File: src/rtl/exa_crosb_out_arbiter.sv
`default_nettype none
// +--------------------------------------------------------------------------+
// | exa_crosb_out_arbiter                                                    |
// | Per-output packet arbiter: two-class round-robin, grant held per packet. |
// | Revision: 1.0                                                            |
// +--------------------------------------------------------------------------+
module exa_crosb_out_arbiter #(
  parameter int INPUT_NUM = 16,
  parameter int SEL_WIDTH = (INPUT_NUM > 1) ? $clog2(INPUT_NUM) : 1
) (
  input  logic                 clk,
  input  logic                 reset,
  input  logic [INPUT_NUM-1:0] REQ_i,
  input  logic [INPUT_NUM-1:0] PRIO_i,
  input  logic                 OUT_VALID_i,
  input  logic                 OUT_LAST_i,
  input  logic                 OUT_READY_i,
  output logic [SEL_WIDTH-1:0] SEL_o,
  output logic [INPUT_NUM-1:0] GRANT_o,
  output logic                 BUSY_o,
  output logic                 PRIO_GRANT_o
);

  typedef enum logic [0:0] {
    S_IDLE = 1'b0,
    S_BUSY = 1'b1
  } state_t;

  state_t               r_state, w_state_nxt;
  logic [INPUT_NUM-1:0] r_grant, w_grant_nxt;
  logic [SEL_WIDTH-1:0] r_sel, w_sel_nxt;
  logic                 r_prio, w_prio_nxt;
  logic [SEL_WIDTH-1:0] r_hi_ptr, w_hi_ptr_nxt;
  logic [SEL_WIDTH-1:0] r_lo_ptr, w_lo_ptr_nxt;

  logic [INPUT_NUM-1:0] w_hi_req;
  logic                 w_use_hi;
  logic [INPUT_NUM-1:0] w_cand;
  logic [SEL_WIDTH-1:0] w_base;
  logic [SEL_WIDTH:0]   w_sum;
  logic                 w_found;
  logic [SEL_WIDTH-1:0] w_win;
  logic [SEL_WIDTH-1:0] w_win_inc;
  logic [INPUT_NUM-1:0] w_win_oh;
  logic                 w_last_hs;

  // High class wins outright; each class scans from its own pointer, wrapping.
  always_comb begin
    w_hi_req = REQ_i & PRIO_i;
    w_use_hi = |w_hi_req;
    w_cand   = w_use_hi ? w_hi_req : REQ_i;
    w_base   = w_use_hi ? r_hi_ptr : r_lo_ptr;
    w_sum    = '0;
    w_found  = 1'b0;
    w_win    = '0;
    for (int i = 0; i < INPUT_NUM; i++) begin
      w_sum = {1'b0, w_base} + (SEL_WIDTH+1)'(i);
      if (w_sum >= (SEL_WIDTH+1)'(INPUT_NUM)) begin
        w_sum = w_sum - (SEL_WIDTH+1)'(INPUT_NUM);
      end
      if (!w_found && w_cand[w_sum[SEL_WIDTH-1:0]]) begin
        w_found = 1'b1;
        w_win   = w_sum[SEL_WIDTH-1:0];
      end
    end
    w_win_oh        = '0;
    w_win_oh[w_win] = 1'b1;
    w_win_inc = (w_win == SEL_WIDTH'(INPUT_NUM-1)) ? '0 : w_win + 1'b1;
  end

  assign w_last_hs = OUT_VALID_i & OUT_READY_i & OUT_LAST_i;

  always_comb begin
    w_state_nxt  = r_state;
    w_grant_nxt  = r_grant;
    w_sel_nxt    = r_sel;
    w_prio_nxt   = r_prio;
    w_hi_ptr_nxt = r_hi_ptr;
    w_lo_ptr_nxt = r_lo_ptr;
    case (r_state)
      S_IDLE: begin
        if (|REQ_i) begin
          w_state_nxt = S_BUSY;
          w_grant_nxt = w_win_oh;
          w_sel_nxt   = w_win;
          w_prio_nxt  = w_use_hi;
          if (w_use_hi) begin
            w_hi_ptr_nxt = w_win_inc;
          end else begin
            w_lo_ptr_nxt = w_win_inc;
          end
        end
      end
      S_BUSY: begin
        // SEL is left on the last winner after release.
        if (w_last_hs) begin
          w_state_nxt = S_IDLE;
          w_grant_nxt = '0;
          w_prio_nxt  = 1'b0;
        end
      end
      default: begin
        w_state_nxt = S_IDLE;
        w_grant_nxt = '0;
        w_prio_nxt  = 1'b0;
      end
    endcase
  end

  always_ff @(posedge clk) begin
    if (reset) begin
      r_state  <= S_IDLE;
      r_grant  <= '0;
      r_sel    <= '0;
      r_prio   <= 1'b0;
      r_hi_ptr <= '0;
      r_lo_ptr <= '0;
    end else begin
      r_state  <= w_state_nxt;
      r_grant  <= w_grant_nxt;
      r_sel    <= w_sel_nxt;
      r_prio   <= w_prio_nxt;
      r_hi_ptr <= w_hi_ptr_nxt;
      r_lo_ptr <= w_lo_ptr_nxt;
    end
  end

  assign SEL_o        = r_sel;
  assign GRANT_o      = r_grant;
  assign BUSY_o       = (r_state == S_BUSY);
  assign PRIO_GRANT_o = r_prio;

endmodule
`default_nettype wire
File: config.mk
export PLATFORM = sky130hd
export DESIGN_NAME = exa_crosb_out_arbiter
export DESIGN_NICKNAME = d
export VERILOG_FILES = /design/src/rtl/exa_crosb_out_arbiter.sv
export SDC_FILE = /design/constraint.sdc
export NUM_CORES = 1
export LEC_CHECK = 0
export ABC_AREA = 1
export ABC_CLOCK_PERIOD_IN_PS = 4900
export BUFFER_PORTS_ARGS = -buffer_cell sky130_fd_sc_hd__buf_2
export CAP_MARGIN = 25
export CELL_PAD_IN_SITES_DETAIL_PLACEMENT = 1
export CELL_PAD_IN_SITES_GLOBAL_PLACEMENT = 1
export CORE_UTILIZATION = 35
export CTS_CLUSTER_DIAMETER = 150
export DETAILED_ROUTE_END_ITERATION = 16
export GPL_ROUTABILITY_DRIVEN = 0
export PLACE_DENSITY_LB_ADDON = 0.1
export SLEW_MARGIN = 30
export SYNTH_ARGS = -nofsm -noshare
export SYNTH_HDL_FRONTEND = slang
export SYNTH_SLANG_ARGS = --single-unit
File: constraint.sdc
create_clock -name clk -period 4.9 [get_ports clk]
set_input_delay 0.49 -clock clk [delete_from_list [all_inputs] [get_ports clk]]
set_output_delay 0.49 -clock clk [all_outputs]
set_load 0.01 [all_outputs]
==> key figures, run 1 <==
Worst setup path
  • Crit end category: register
  • CP max FO: 13
  • Worst Path Required: 5.10 ns
  • Critical path class: input pin to register
  • Slowest CP cell: nand2_2
  • Most used cell, CP: nand2_1
  • Critical Path Start Type: input pin
  • Critical path data arrival time: around 4.7 ns
  • CP max stage delay: 0.30 ns

Routing
  • DRT iter0 DRCs: 181
  • Final ANT Viol Nets: 0
  • DR vias/cell: between 5 and 6
  • Pre-antenna DRT Iters: 4
  • Final WL: 13700 um
  • DR WL/cell: 15.9 um
  • Routed via count: 4534
  • Residual DRC: 0

Logic synthesis
  • Async SR Flop Fraction: 0%
  • Post-synth top area share: roughly 30%
  • EDFF count, synth: 0
  • Most used DFF post-synth: dfxtp_1
  • Main area contributors after synthesis: nand2_1 30%, dfxtp_1 17%, nand3_1 12%
  • Average size of a mapped cell: 5.50 sq um
  • Synthesized flop and latch total: 30
  • Most frequent cell after synthesis: nand2_1
  • Most frequent cells after synthesis: 287 x nand2_1, 89 x nand3_1, 50 x inv_1
  • Register area share after synthesis: 16.6%
  • Synth Net Count: 702
  • Post-Synthesis Cells: between 600 and 700
  • Synthesized area: 0.00362 sq mm
  • Cell taking the most area after synthesis: nand2_1
  • Distinct cell type count after synthesis: 37
  • YS warnings: 0

Global routing
  • Number of global-route vias before repair: 4512
  • Global route overflow: 0
  • Total GRT Usage: 25.6%
  • Initial antenna violation count: 0
  • Met2 GRT Util: 47.3%
  • M3 GR Usage: 2.27%
  • Met1 usage: 31.1%
  • Largest net degree at the start of global routing: 23
  • Most Crowded Layer GR: met2
  • Global-route wire length before repair: 22200 um

CTS
  • CTS Hold Buffers Added: 0
  • Total number of H-tree levels: 2
  • Clock sinks: 30
  • Clk_lat worst skew: around 0.29 ns
  • Max clock buf depth: 2
  • CTS clk-pin slew, worst paths: approximately 0.060 ns
  • CTS Buf Count: 5
  • Clock Tree Root: clkbuf_8
  • CTS tree: yes

Placed design
  • DP Cell Count: 847
  • Post-place setup slack: -0.146 ns
  • Post-DP HPWL: 10900 um
  • DP Area: 0.00407 sq mm
  • Port Buf Inserts: 58

STA
  • # setup viols final: 0
  • Total negative setup slack: 0 ns
  • Fin crit share: between 90% and 100%
  • Final hold violations: 0
  • Maximum clock rate: around 220 MHz
  • Slew headroom: a little under three fifths
  • Slew at the pin closest to its max-slew limit: 0.661 ns
  • Final worst slack: 0.413 ns
  • Max Clock Skew: 0.00681 ns
  • Final worst path period need: 4.49 ns
  • Pins Over Slew Limit: 0

Flow run
  • Max-Cap Viols: 0

Pwr
  • Final Total Pwr: ~3600 uW
  • Leakage power: 0.00227 uW
  • Peak VDD IR: approximately 370 uV
  • PD cells: 849 mW/mm^2

Finish
  • Non-Filler Instances: 862
  • Final Instance Area: 0.00427 sq mm
  • Diodes inserted: 0
  • Final #Nets: 773
  • Area grow syn2layout: 18.0%
  • Share of layout cells above drive strength 1: 20.0%

Floorplanning
  • FP Rows: 36
  • Die Area: around 0.011 sq mm
  • Initial Utilization: 36.6%
  • Core area: ~0.0099 sq mm
  • Die Ht: 104 um
  • Die width: 104 um
  • # IOs: 59

Status
  • Status: finished, final reports clean

Worst hold path
  • Min-delay worst type: register to register
critical path: cells and delay by family:
family / cells / cell delay, ns
buf+inv: 3 / 0.26
xor+xnor: 1 / 0.25
fa+ha+maj: 1 / 0.15
simple gates: 23 / 3.34
compound gates: 1 / 0.16
per-layer routing:
layer / up-vias / wire, um / part of all wire [%]
li1: 2272 / - / -
met1: 2143 / 5920 / 43
met2: 100 / 6930 / 50
met3: 19 / 648 / 4.7
met4: 0 / 242 / 1.8
met5: - / 0 / 0
flip-flops by register name, summed over array words and instances (netlist names):
signal        flops
r_hi_ptr          4
SEL_o             4
PRIO_GRANT_o      1
GRANT_o          16
r_lo_ptr          4
BUSY_o            1
power by group:
group / internal (uW) / switching (uW)
Combinational: 930 / 2150
Clock: 108 / 89.0
Sequential: 308 / 38.6
layout by cell type (no fill, tap or decap), drive strengths merged, types with 4 or more instances in the layout:
cell,synthesis,final
ha,6,6
clkbuf,1,6
nand4,9,9
xor2,5,5
nand3,92,92
a21oi,30,30
nor2,46,47
o21ai,40,40
dfxtp,30,30
nor4,4,4
nand2,308,309
inv,59,59
buf,15,78
area by class of cell:
class,count,area [sq um]
fill,1456,5640
multi-input combinational,556,2740
sequential,30,601
timing repair buffer,78,457
inverter,59,224
tap,133,166
clock buffer,6,82.6
timing repair:
| action | CTS | global route |
|---|---|---|
| endpoints found under the setup margin | 0 | 24 |
| buffers inserted | 0 | 7 |
| resized for setup | 0 | 13 |
through the flow:
step	hold WS (ns)	util [%]
detailed placement	0.452	41.1
finish	0.461	43.1
floorplan	0.484	-
global route	0.485	43.1
global placement	0.449	41.0
CTS	0.462	41.9
worst paths after layout:
kind                            slack [ns]   startpoint    endpoint  depth (start not counted)
worst max-delay path                  0.41     REQ_i[1]  GRANT_o[8]                         29
worst min-delay path                  0.46   GRANT_o[4]  GRANT_o[4]                          2
worst max register to register        0.89  r_hi_ptr[0]  GRANT_o[8]                         28
worst min register to register        0.46   GRANT_o[4]  GRANT_o[4]                          2
cell families (layout without fill, tap and decap cells):
logic type	count (synthesis)	after routing	share of synthesized area [%]
simple gates	465	467	58.5
xor+xnor	5	5	1.21
fa+ha+maj	6	6	2.07
flops	30	30	16.6
compound gates	78	78	12.1
buf+inv	75	143	9.53
Power figures use the tool's default switching activity.
==> run 2, diff against run 1 <==
==> constraint.sdc (replaced) <==
create_clock -name clk -period 4.9 [get_ports clk]
set_input_delay 0.245 -clock clk [delete_from_list [all_inputs] [get_ports clk]]
set_output_delay 0.245 -clock clk [all_outputs]
set_load 0.01 [all_outputs]
==> key figures, run 2 (synthesis gave the netlist of run 1 again) <==
Status
  • Status: finished, final reports clean

Global routing
  • Largest net degree at the start of global routing: 23 (unchanged)
  • Number of global-route vias before repair: 4660 (+3.3%)
  • Global route overflow: 0 (unchanged)
  • Total GRT Usage: 25.7% (+0.12 points)
  • Initial antenna violation count: 0 (unchanged)
  • Global-route wire length before repair: 22500 um (+1.6%)

Pwr
  • Net Sw Frac: 63.7% (+0.86 points)
  • Int Pwr: 1270 uW (-5.5%)
  • Clock Power Share: 5.4% (about the same)
  • Leakage power: 0.00221 uW (-2.4%)
  • Gate power share: 84.9% (about the same)
  • PD cells: 845 mW/mm^2 (-0.45%)
  • Share of power burned in registers: 9.8% (+0.2 points)
  • Peak VDD IR: 372 uV (+1.5%)
  • Psw: 2230 uW (-2.0%)

Routing
  • Final ANT Viol Nets: 0 (unchanged)
  • DR WL/cell: 15.9 um (-0.19%)
  • Final WL: 13600 um (-1.1%)
  • Routed via count: 4490 (-0.97%)
  • DRT iter0 DRCs: 139 (-23%)
  • Residual DRC: 0 (unchanged)
  • DR vias/cell: 5.26 (about the same)
  • Pre-antenna DRT Iters: 5 (+1)

CTS
  • Clk_lat worst skew: 0.28 ns (about the same)
  • Clock Tree Root: clkbuf_8
  • Max clock buf depth: 2 (unchanged)
  • CTS Buf Count: 5 (unchanged)
  • CTS clk-pin slew, worst paths: 0.06 ns (about the same)
  • Clock sinks: 30 (unchanged)
  • Total number of H-tree levels: 2 (unchanged)
  • CTS tree: yes

Floorplanning
  • FP Rows: 36 (unchanged)
  • Initial Utilization: 36.6% (unchanged)
  • Die Area: 0.0108 sq mm (unchanged)
  • Die width: 104 um (unchanged)
  • # IOs: 59 (unchanged)
  • Die Ht: 104 um (unchanged)
  • Core area: 0.00991 sq mm (unchanged)

Worst setup path
  • Critical path class: input pin to register
  • CP max stage delay: 0.25 ns (-0.05 ns)
  • Critical path data arrival time: 4.64 ns (-0.05 ns)
  • Worst Path Required: 5.11 ns (about the same)
  • Crit path to: GRANT_o[7]
  • R2R Path End: GRANT_o[7]
  • Worst r2r path cells: 26 (-7.1%)
  • Crit end category: register
  • Reg-to-reg startpoint: r_lo_ptr[0]
  • Critical Path Start Type: input pin
  • Crit path launch: REQ_i[2]
  • CP max FO: 18 (+5)
  • Slowest CP cell: ha_1
  • FF-to-FF setup slack: 0.77 ns (-0.12 ns)
  • Most used cell, CP: nand2_1

STA
  • Final worst path period need: 4.43 ns (-0.0560 ns)
  • Pins Over Slew Limit: 0 (unchanged)
  • Slew at the pin closest to its max-slew limit: 0.684 ns (+0.0232 ns)
  • Final hold violations: 0 (unchanged)
  • Maximum clock rate: 226 MHz (+1.3%)
  • Max Clock Skew: 0.00547 ns (-0.00135 ns)
  • Fin crit share: 90.4% (-1.1 points)
  • # setup viols final: 0 (unchanged)
  • Slew headroom: 54.4% (-1.5 points)

Finish
  • Layout Utilization: 41.9% (-1.2 points)
  • Final #Nets: 764 (-1.2%)
  • Commonest cells after routing, fill and taps aside: 287 x nand2_1, 89 x nand3_1, 58 x buf_2
  • Largest register FFs: 16 (unchanged)
  • Diodes inserted: 0 (unchanged)
  • Fillers: 1436 (-1.4%)
  • Most common cell after layout, fill and taps aside: nand2_1
  • Non-Filler Instances: 854 (-0.93%)
  • Area grow syn2layout: 14.6%
  • Share of layout cells above drive strength 1: 18.2% (-1.9 points)

Placed design
  • Port Buf Inserts: 58 (unchanged)
  • Post-DP HPWL: 11100 um (+1.5%)
  • DP Cell Count: 844 (-0.35%)

Flow run
  • Max-Cap Viols: 0 (unchanged)

Worst hold path
  • Min-delay worst type: input pin to register
run 2: power by group through the flow:
| stage | clock network [uW] | logic (uW) | registers (uW) |
|---|---|---|---|
| 2_1_floorplan | 0 | 2100 | 365 |
| 3_3_place_gp | 0 | 2870 | 345 |
| 3_5_place_dp | 0 | 2940 | 347 |
| 4_1_cts | 193 | 2960 | 343 |
| 5_1_grt | 202 | 3320 | 350 |
| 6_report | 188 | 2980 | 342 |
run 2: critical path: cells and delay by family:
kind / cells / cell delay, ns
adder cells (fa/ha/maj): 2 / 0.42
AND/OR/NAND/NOR: 25 / 3.26
AO/OA/AOI/OAI: 1 / 0.13
buffers and inverters: 6 / 0.55
run 2: cell type report:
cell class                      count  area [sq um]  share of cell area, %
Multi-Input combinational cell    554          2680                   64.6
Timing Repair Buffer               71           400                   9.65
Inverter                           59           224                   5.40
Tap cell                          133           166                   4.01
Clock buffer                        7          76.3                   1.84
Sequential cell                    30           601                   14.5
run 2: routing by layer:
metal | track usage (%) | part of all wire (%)
met1 | 31.7 | 45
met2 | 46.6 | 49
met3 | 2.01 | 4.0
met4 | 8.88 | 2.2
met5 | 0 | 0
run 2: through the flow:
step | power (uW) | cell area, sq um | hold slack (ns) | TNS, ns | worst slack (ns)
floorplan | 2470 | 3620 | 0.455 | 0 | 0.811
global placement | 3220 | 4030 | 0.450 | 0 | 0.0964
detailed placement | 3280 | 4040 | 0.454 | -0.0350 | -0.0179
CTS | 3500 | 4110 | 0.329 | 0 | 0.251
global route | 3880 | 4150 | 0.346 | -0.00461 | -0.00461
finish | 3510 | 4150 | 0.335 | 0 | 0.469
run 2: how the worst min path moves through the flow:
stage	from	end	slack, ns	cells past startpoint
global placement	PRIO_GRANT_o	PRIO_GRANT_o	0.45	2
CTS	reset	GRANT_o[11]	0.33	2
floorplan	reset	GRANT_o[0]	0.46	2
global route	reset	GRANT_o[11]	0.35	2
finish	reset	GRANT_o[11]	0.33	2
detailed placement	GRANT_o[4]	GRANT_o[4]	0.45	2
run 2: repair_timing:
item,in CTS,in global routing
hold buffers,0,0
setup buffers,0,3
setup endpoints to repair,0,21
gates resized for setup,0,1
==> run 3, diff against run 2 <==
Settings changed: ABC_CLOCK_PERIOD_IN_PS 4900 to default, CORE_ASPECT_RATIO from default to 1.2, HOLD_SLACK_MARGIN from default to 0.15.
==> key figures, run 3 (synthesis gave the netlist of run 1 again) <==
Finish
  • Commonest cells after routing, fill and taps aside: 287 x nand2_1, 89 x nand3_1, 58 x buf_2
  • Area grow syn2layout: 18.0%
  • Diodes inserted: 0 (unchanged)
  • Largest register FFs: 16 (unchanged)
  • Share of layout cells above drive strength 1: 19.4% (+1.3 points)
  • Fillers: 1450 (+0.97%)
  • Most common cell after layout, fill and taps aside: nand2_1
  • Final #Nets: 769 (+0.65%)
  • Layout Utilization: 42.5% (+0.62 points)

Routing
  • Final WL: 13700 um (+1.1%)
  • Final ANT Viol Nets: 0 (unchanged)
  • Residual DRC: 0 (unchanged)
  • Routed via count: 4476 (-0.31%)
  • DR vias/cell: 5.25 (about the same)
  • Pre-antenna DRT Iters: 4 (-1)
  • DR WL/cell: 16.1 um (+1.4%)
  • DRT iter0 DRCs: 131 (-5.8%)

Pwr
  • Leakage power: 0.00227 uW (+2.7%)
  • Final Total Pwr: 3650 uW (+4.2%)
  • PD cells: 854 mW/mm^2 (+1.1%)
  • Peak VDD IR: 532 uV (+43%)

Floorplanning
  • Die Area: 0.0108 sq mm (about the same)
  • Die Ht: 113 um (+9.4%)
  • FP Rows: 40 (+11%)
  • # IOs: 59 (unchanged)
  • Die width: 94.9 um (-8.5%)
  • Core area: 0.0101 sq mm (+1.5%)
  • Initial Utilization: 36.0% (-0.55 points)

STA
  • Max Clock Skew: 0.00795 ns (+0.00248 ns)
  • Fin crit share: 91.4% (+0.94 points)
  • Final worst path period need: 4.48 ns (+0.0460 ns)
  • Slew headroom: 53.3% (-1.1 points)
  • Pins Over Slew Limit: 0 (unchanged)
  • Final hold violations: 0 (unchanged)
  • Maximum clock rate: 223 MHz (-1.0%)
  • Slew at the pin closest to its max-slew limit: 0.701 ns (+0.0169 ns)
  • Worst Hold Slack: 0.342 ns (+0.00741 ns)
  • # setup viols final: 0 (unchanged)

Worst setup path
  • Slowest CP cell: or2_2
  • Critical path data arrival time: 4.64 ns (about the same)
  • Kind of cell adding the most delay to the critical path: simple AND/OR/NAND/NOR gates
  • CP max stage delay: 0.34 ns (+0.09 ns)
  • Buffers & Inverters on Critical Path: 5 (-1)
  • Worst r2r path cells: 26 (unchanged)
  • CP max FO: 20 (+2)
  • Worst Path Required: 5.06 ns (-0.05 ns)
  • Crit end category: register
  • Reg-to-reg startpoint: r_lo_ptr[1]
  • Most used cell, CP: nand2_1
  • Critical Path Start Type: input pin
  • Critical path class: input pin to register
  • R2R Path End: GRANT_o[11]
  • FF-to-FF setup slack: 0.79 ns (+0.02 ns)

CTS
  • Max clock buf depth: 2 (unchanged)
  • CTS tree: yes
  • CTS clk-pin slew, worst paths: 0.05 ns (about the same)
  • Clock Tree Root: clkbuf_16
  • Clk_lat worst skew: 0.28 ns (about the same)
  • Clock sinks: 30 (unchanged)
  • Total number of H-tree levels: 2 (unchanged)
  • CTS Buf Count: 5 (unchanged)

Global routing
  • Largest net degree at the start of global routing: 23 (unchanged)
  • Total GRT Usage: 26.8% (+1.1 points)
  • Global-route wire length before repair: 22400 um (-0.55%)
  • Initial antenna violation count: 0 (unchanged)
  • Number of global-route vias before repair: 4604 (-1.2%)
  • Global route overflow: 0 (unchanged)

Placed design
  • Post-DP HPWL: 11200 um (+1.3%)
  • Port Buf Inserts: 58 (unchanged)

Worst hold path
  • Min-delay worst type: input pin to register
  • HP Start: reset
  • Hold path cells: 2 (unchanged)
  • Hold EP: GRANT_o[11]

Status
  • Status: finished, final reports clean

Flow run
  • Max-Cap Viols: 0 (unchanged)
## run 3: changes by cell type in the layout (fill, tap and decap cells not counted), sizes merged
cell  change
buf       +5
## run 3: power by group
group | switching (uW) | internal, uW
sequential | 33.4 | 309
combinational | 2140 | 892
clock | 98.2 | 185
## run 3: per-stage QoR
step	std cells	setup TNS [ns]	setup WS, ns	area (sq um)
2_1_floorplan	659	0	0.811	3620
3_3_place_gp	834	0	0.0594	4000
3_5_place_dp	834	-0.114	-0.0614	4010
4_1_cts	841	0	0.212	4140
5_1_grt	852	-0.0194	-0.0105	4280
6_report	852	0	0.423	4280
## run 3: layout make-up
class	count	area, sq um	share of cell area (%)
Clock buffer	7	133	3.10
Multi-Input combinational cell	554	2720	63.6
Inverter	59	224	5.24
Sequential cell	30	601	14.0
Timing Repair Buffer	76	442	10.3
Tap cell	126	158	3.69
## run 3: routing by layer
metal,up-vias,GRT usage [%],wire length [um]
met5,-,0,0
met3,28,1.87,457
met1,2109,30.9,5700
li1,2258,-,-
met4,0,11.9,469
met2,81,49.5,7110
## run 3: worst max path at each step
stage	cells past startpoint	endpoint	slack, ns	startpoint
final	31	GRANT_o[11]	0.42	REQ_i[14]
after global routing	32	GRANT_o[11]	-0.01	REQ_i[1]
after CTS	33	GRANT_o[7]	0.21	REQ_i[7]
after detailed placement	33	GRANT_o[7]	-0.06	REQ_i[7]
after global placement	33	GRANT_o[11]	0.06	REQ_i[0]
after floorplan	32	GRANT_o[11]	0.81	REQ_i[5]
## run 3: repair_timing
item                       in CTS  in global routing
hold endpoints to repair        0                  0
setup endpoints to repair       0                 24
hold buffers                    0                  0
setup buffers                   0                 11
gates resized for setup         0                 10
